==> src/rtl/hall_conditioner_if.sv <==
`default_nettype none
// ============================================================================
// Module      : hall_conditioner_if
// Description : Signal bundle between the Hall-sensor conditioner and its
//               user: raw sensor inputs and clear in, filtered levels,
//               edge pulses and period measurements out.
// Revision    : 1.0 - initial release
// ============================================================================
interface hall_conditioner_if;
    logic        sa1;
    logic        sa2;
    logic        clear;
    logic        m1;
    logic        m2;
    logic        edge1;
    logic        edge2;
    logic [31:0] period1;
    logic [31:0] period2;
    logic        valid1;
    logic        valid2;
    logic        stall1;
    logic        stall2;

    // User side: drives the raw sensors and clear, observes the results
    modport master (
        output sa1, sa2, clear,
        input  m1, m2, edge1, edge2, period1, period2,
        input  valid1, valid2, stall1, stall2
    );

    // Conditioner side
    modport slave (
        input  sa1, sa2, clear,
        output m1, m2, edge1, edge2, period1, period2,
        output valid1, valid2, stall1, stall2
    );
endinterface
`default_nettype wire

==> src/rtl/hall_conditioner.sv <==
`default_nettype none
// ============================================================================
// Module      : hall_conditioner
// Description : Two identical Hall-encoder channels. Each one synchronises
//               its raw input, debounces it with a stable-count filter,
//               pulses on filtered rising edges and, optionally, measures
//               the clock count between rising edges with stall detection.
//               Optional period logic: define HALL_CONDITIONER_PERIOD_EN.
// Revision    : 1.0 - initial release
// ============================================================================
module hall_conditioner #(
    parameter int          FILTER_LEN  = 16,
    parameter logic [31:0] STALL_LIMIT = 32'd1_000_000
) (
    input logic               clk,
    input logic               reset,
    hall_conditioner_if.slave hif
);

    localparam logic [15:0] C_FILT_MAX = 16'(FILTER_LEN - 1);

    logic [1:0]  w_sa;
    logic [1:0]  w_m;
    logic [1:0]  w_edge;
    logic [1:0]  w_valid;
    logic [1:0]  w_stall;
    logic [31:0] w_period [2];

    assign w_sa[0] = hif.sa1;
    assign w_sa[1] = hif.sa2;

    assign hif.m1      = w_m[0];
    assign hif.m2      = w_m[1];
    assign hif.edge1   = w_edge[0];
    assign hif.edge2   = w_edge[1];
    assign hif.period1 = w_period[0];
    assign hif.period2 = w_period[1];
    assign hif.valid1  = w_valid[0];
    assign hif.valid2  = w_valid[1];
    assign hif.stall1  = w_stall[0];
    assign hif.stall2  = w_stall[1];

`ifndef HALL_CONDITIONER_PERIOD_EN
    // Clear and the stall threshold only matter to the period logic
    logic [32:0] w_unused_cfg;
    assign w_unused_cfg = {hif.clear, STALL_LIMIT};
`endif

    for (genvar g = 0; g < 2; g++) begin : g_ch
        logic        r_sync1;
        logic        r_sync2;
        logic [15:0] r_fcnt;
        logic        r_m;
        logic        r_edge;
        logic        w_toggle;

        // Level has disagreed long enough: accept it this cycle
        assign w_toggle = (r_sync2 != r_m) && (r_fcnt == C_FILT_MAX);

        // Two-flop synchroniser for the asynchronous sensor input
        always_ff @(posedge clk or posedge reset) begin
            if (reset) begin
                r_sync1 <= 1'b0;
                r_sync2 <= 1'b0;
            end else begin
                r_sync1 <= w_sa[g];
                r_sync2 <= r_sync1;
            end
        end

        // Stable-count filter: any agreeing cycle restarts the count
        always_ff @(posedge clk or posedge reset) begin
            if (reset) begin
                r_fcnt <= 16'd0;
                r_m    <= 1'b0;
            end else if (w_toggle) begin
                r_fcnt <= 16'd0;
                r_m    <= ~r_m;
            end else if (r_sync2 != r_m) begin
                r_fcnt <= r_fcnt + 16'd1;
            end else begin
                r_fcnt <= 16'd0;
            end
        end

        // One-cycle pulse coinciding with the first cycle m reads 1
        always_ff @(posedge clk or posedge reset) begin
            if (reset) begin
                r_edge <= 1'b0;
            end else begin
                r_edge <= w_toggle & ~r_m;
            end
        end

        assign w_m[g]    = r_m;
        assign w_edge[g] = r_edge;

`ifdef HALL_CONDITIONER_PERIOD_EN
        localparam logic [31:0] C_STALL_M1 =
            (STALL_LIMIT == 32'd0) ? 32'd0 : STALL_LIMIT - 32'd1;

        logic [31:0] r_cnt;
        logic [31:0] r_period;
        logic        r_valid;
        logic        r_stall;
        logic        r_seen;
        logic [31:0] w_cnt_inc;

        // Saturating increment, shared by the counter and the period load
        assign w_cnt_inc = (r_cnt == 32'hFFFF_FFFF) ? r_cnt : r_cnt + 32'd1;

        // Period measurement; the registered edge pulse marks the rising
        // edge, so a clear during the pulse cycle overrides the load
        always_ff @(posedge clk or posedge reset) begin
            if (reset) begin
                r_cnt    <= 32'd0;
                r_period <= 32'd0;
                r_valid  <= 1'b0;
                r_stall  <= 1'b0;
                r_seen   <= 1'b0;
            end else if (hif.clear) begin
                r_cnt    <= 32'd0;
                r_period <= 32'd0;
                r_valid  <= 1'b0;
                r_stall  <= 1'b0;
                r_seen   <= 1'b0;
            end else if (r_edge) begin
                r_cnt   <= 32'd0;
                r_stall <= 1'b0;
                r_seen  <= 1'b1;
                if (r_seen) begin
                    r_period <= w_cnt_inc;
                    r_valid  <= 1'b1;
                end
            end else begin
                r_cnt <= w_cnt_inc;
                if (r_cnt >= C_STALL_M1) begin
                    r_stall <= 1'b1;
                end
            end
        end

        assign w_period[g] = r_period;
        assign w_valid[g]  = r_valid;
        assign w_stall[g]  = r_stall;
`else
        assign w_period[g] = 32'd0;
        assign w_valid[g]  = 1'b0;
        assign w_stall[g]  = 1'b0;
`endif
    end

endmodule
`default_nettype wire
==> src/flat_wrapper.sv <==
// flat-port wrapper written by rule: the top's interface ports become plain ports
module hall_conditioner_flat 
#(
    parameter int          FILTER_LEN  = 16,
    parameter logic [31:0] STALL_LIMIT = 32'd1_000_000
)
  (clk, reset, hif_sa1, hif_sa2, hif_clear, hif_m1, hif_m2, hif_edge1, hif_edge2, hif_period1, hif_period2, hif_valid1, hif_valid2, hif_stall1, hif_stall2);
  hall_conditioner_if hif_i ();
  input logic clk;
  input logic reset;
  input wire logic [$bits(hif_i.sa1)-1:0] hif_sa1;
  input wire logic [$bits(hif_i.sa2)-1:0] hif_sa2;
  input wire logic [$bits(hif_i.clear)-1:0] hif_clear;
  output wire logic [$bits(hif_i.m1)-1:0] hif_m1;
  output wire logic [$bits(hif_i.m2)-1:0] hif_m2;
  output wire logic [$bits(hif_i.edge1)-1:0] hif_edge1;
  output wire logic [$bits(hif_i.edge2)-1:0] hif_edge2;
  output wire logic [$bits(hif_i.period1)-1:0] hif_period1;
  output wire logic [$bits(hif_i.period2)-1:0] hif_period2;
  output wire logic [$bits(hif_i.valid1)-1:0] hif_valid1;
  output wire logic [$bits(hif_i.valid2)-1:0] hif_valid2;
  output wire logic [$bits(hif_i.stall1)-1:0] hif_stall1;
  output wire logic [$bits(hif_i.stall2)-1:0] hif_stall2;
  assign hif_i.sa1 = hif_sa1;
  assign hif_i.sa2 = hif_sa2;
  assign hif_i.clear = hif_clear;
  assign hif_m1 = hif_i.m1;
  assign hif_m2 = hif_i.m2;
  assign hif_edge1 = hif_i.edge1;
  assign hif_edge2 = hif_i.edge2;
  assign hif_period1 = hif_i.period1;
  assign hif_period2 = hif_i.period2;
  assign hif_valid1 = hif_i.valid1;
  assign hif_valid2 = hif_i.valid2;
  assign hif_stall1 = hif_i.stall1;
  assign hif_stall2 = hif_i.stall2;
  hall_conditioner #(.FILTER_LEN(FILTER_LEN), .STALL_LIMIT(STALL_LIMIT)) u_core (.clk(clk), .reset(reset), .hif(hif_i));
endmodule
==> config.mk <==
export PLATFORM = sky130hd
export DESIGN_NAME = hall_conditioner_flat
export DESIGN_NICKNAME = d
export VERILOG_FILES = /design/src/rtl/hall_conditioner_if.sv /design/src/rtl/hall_conditioner.sv /design/src/flat_wrapper.sv
export SDC_FILE = /design/constraint.sdc
export NUM_CORES = 1
export LEC_CHECK = 0
export CAP_MARGIN = 10
export CORE_UTILIZATION = 35
export CTS_BUF_LIST = sky130_fd_sc_hd__clkbuf_8
export DETAILED_ROUTE_END_ITERATION = 8
export GPL_ROUTABILITY_DRIVEN = 0
export PLACE_DENSITY_LB_ADDON = 0.1
export REMOVE_ABC_BUFFERS = 1
export SKIP_CTS_REPAIR_TIMING = 1
export SLEW_MARGIN = 10
export SYNTH_ARGS = -nofsm -noshare
export SYNTH_HDL_FRONTEND = slang
export SYNTH_SLANG_ARGS = --single-unit
==> constraint.sdc <==
create_clock -name clk -period 1.55 [get_ports clk]
set_input_delay 0.2325 -clock clk [delete_from_list [all_inputs] [get_ports clk]]
set_output_delay 0.2325 -clock clk [all_outputs]
set_load 0.05 [all_outputs]
==> metrics.cfg <==
[finish]
nets=286
syn2layout_area_growth_pct=12.09
n_antenna_cell=0
fillCellCount=646
seqCellArea_sq_um=1001
multi_input_area_sq_um=1131
drive_gt1_frac=0.2107
stdcell_count=357

[synthesis]
synth.most_common_cell=buf_4
netlist_area_sq_um=2390
yosys.area.top_type=dfrtp_1
ys.flop_type=dfrtp_1
yosysSeqAreaShare=0.4188
synth.yosys.warnings=0
syn_area_per_cell_sq_um=9.957
synth.cells.most_frequent=69 x buf_4, 40 x dfrtp_1, 29 x nor2_1, 22 x xnor2_1, 10 x nor4_1
async_flop_share=1.000
synth_cell_types=24
synthTopCellsByArea=dfrtp_1 42%, buf_4 22%, xnor2_1 8.1%, nor2_1 4.6%, xor2_1 2.9%
synthCells=240
synth_edf_count=0
ys_seq_elements=40
synth_top_cell_area_share=0.4188

[cts]
cts.htree.levels=2
clock_latency_ns=0.29
cts.sink_count=40
numCtsBuffers=5
clockBufferDepth=2
cts_tree=done
cts.clk_slew.worst_paths_ns=0.08
cts.root.buffer_cell=clkbuf_8

[detailed_routing]
wl_per_cell_um=10.41
detail_route.vias_per_cell=4.235
drt_wl_total_um=3718
vias=1512
drc=0
dr.first_iter.drc_count=58
dr.pass1.iters=6
ant_nets=0

[global_route]
grt_pass1_vias=1387
track_usage=0.1182
grt_pass1_wl_um=6624
grt_start_max_net_pins=41
overflow=0
antenna_found_initial=0

[worst_setup_path]
path_class=reg2reg
slowest_stage=dfrtp_1
endpoint_kind=flop
crit_chain=ha_2, and3_1, nand4_1, mux2_1
cp_slowest_stage_delay_ns=0.38
start_kind=flop
cp_max_fo=4
arrival_ns=1.67
cp.required_ns=1.73

[status]
outcome=complete, no violations

[power_and_ir_drop]
p_leak_nw=1.254
p_per_area_nw_per_um2=886.8
vdd_ir_drop_max_mv=0.4290

[timing]
fin_ws_ns=0.06393
finalHoldViolations=0
finalCritPeriodShare=0.9588
period_needed_ns=1.486
fin_hold_ws_ns=0.2820
setup_viol_count_final=0
fmax_mhz=672.9
fin_worst_skew_ns=0.002373
rsz0062_at_grt=true
slew_viol_final=0

[floorplanning]
die_h_um=84.63
num_io_pins=77
die_x_um=84.63
std_cell_rows=29
dieArea_sq_um=7162
fp.coreArea_sq_um=6459
start_util=0.3700

[min_path]
hold_class=in2async

[place]
hpwl_um=2638
dp_slack_ns=0.06648
io_buffers=7
post-place-cells=349

[job]
max_cap_viol_count=0

## registers in the layout (all words and copies together), names as in the netlist
name,cells
u_core.g_ch.r_fcnt,32
u_core.g_ch.r_sync1,2
u_core.g_ch.r_sync2,2
u_core.hif.edge1,1
u_core.hif.edge2,1
u_core.hif.m1,1
u_core.hif.m2,1
## report_power, final
group          switching, W  internal (W)
combinational      0.000409     0.0000377
sequential        0.0000163       0.00106
clock              0.000376      0.000476
## final timing paths
| kind | from | to | slack [ns] | cells past startpoint |
|---|---|---|---|---|
| min in group clk | u_core.g_ch[1].r_sync1 | u_core.g_ch[1].r_sync2 | 0.35 | 0 |
| max in group asynchronous | reset | u_core.g_ch[0].r_fcnt[11] | 1.07 | 3 |
| setup reg to reg | u_core.g_ch[0].r_fcnt[1] | u_core.hif.m1 | 0.06 | 4 |
| setup / recovery | u_core.g_ch[0].r_fcnt[1] | u_core.hif.m1 | 0.06 | 4 |
| hold reg to reg | u_core.g_ch[1].r_sync1 | u_core.g_ch[1].r_sync2 | 0.35 | 0 |
| hold / removal | reset | u_core.hif.edge2 | 0.28 | 3 |
## critical path, delay by kind of cell, from the launching register on
family                   cells  cell delay (ns)
AND/OR/NAND/NOR              2             0.40
flip-flops                   1             0.38
multiplexers                 1             0.37
adder cells (fa/ha/maj)      1             0.22
## cell type report
cell class              instances  share of cell area
clock buffers                   5             0.02569
clock inverters                 3             0.01588
inverters                       5            0.007006
multi-input cells             192              0.4222
flip-flops and latches         40              0.3737
well taps                      77             0.03596
repair buffers                 35              0.1196
## stage by stage
stage | power, W | instance area, sq um | setup TNS, ns | util
5_1_grt | 0.002485 | 2679 | -0.5016 | 0.4148
4_1_cts | 0.002410 | 2640 | 0 | 0.4088
6_report | 0.002376 | 2679 | 0 | 0.4148
3_3_place_gp | 0.001543 | 2529 | 0 | 0.3915
3_5_place_dp | 0.001544 | 2529 | 0 | 0.3915
2_1_floorplan | 0.001497 | 2112 | 0 | -
## metal layers
metal  global-route usage  vias to the layer above  share of wire
li1                     -                      739              -
met1               0.1551                      710           0.49
met2               0.1833                       58           0.44
met3              0.03245                        5          0.043
met4              0.05085                        0          0.020
met5                    0                        -              0
## cells by family (layout without fill, tap and decap cells)
group                    Yosys count  after routing  synth area share
flip-flops                        40             40            0.4188
XOR/XNOR                          30             30            0.1099
adder cells (fa/ha/maj)            2              2           0.01047
other                              1             68          0.001569
multiplexers                       2              2          0.009423
AND/OR/NAND/NOR                   90             90            0.2204
buffers and inverters             75             48            0.2293
## placed cells by master (no fill, tap or decap), types with 5 or more instances in the layout
master    Yosys  routed
buf_4        69      28
xor2_1        8       8
nand3_1       6       6
inv_1         5       5
xnor2_1      22      22
nor4_2        4       9
nor4_1       10       5
nand4_1       9       9
nand2_1       8       8
nor3_1        8       8
clkbuf_8      0       5
nor2_1       29      29
conb_1        1      68
dfrtp_1      40      40
Power figures use the tool's default switching activity.
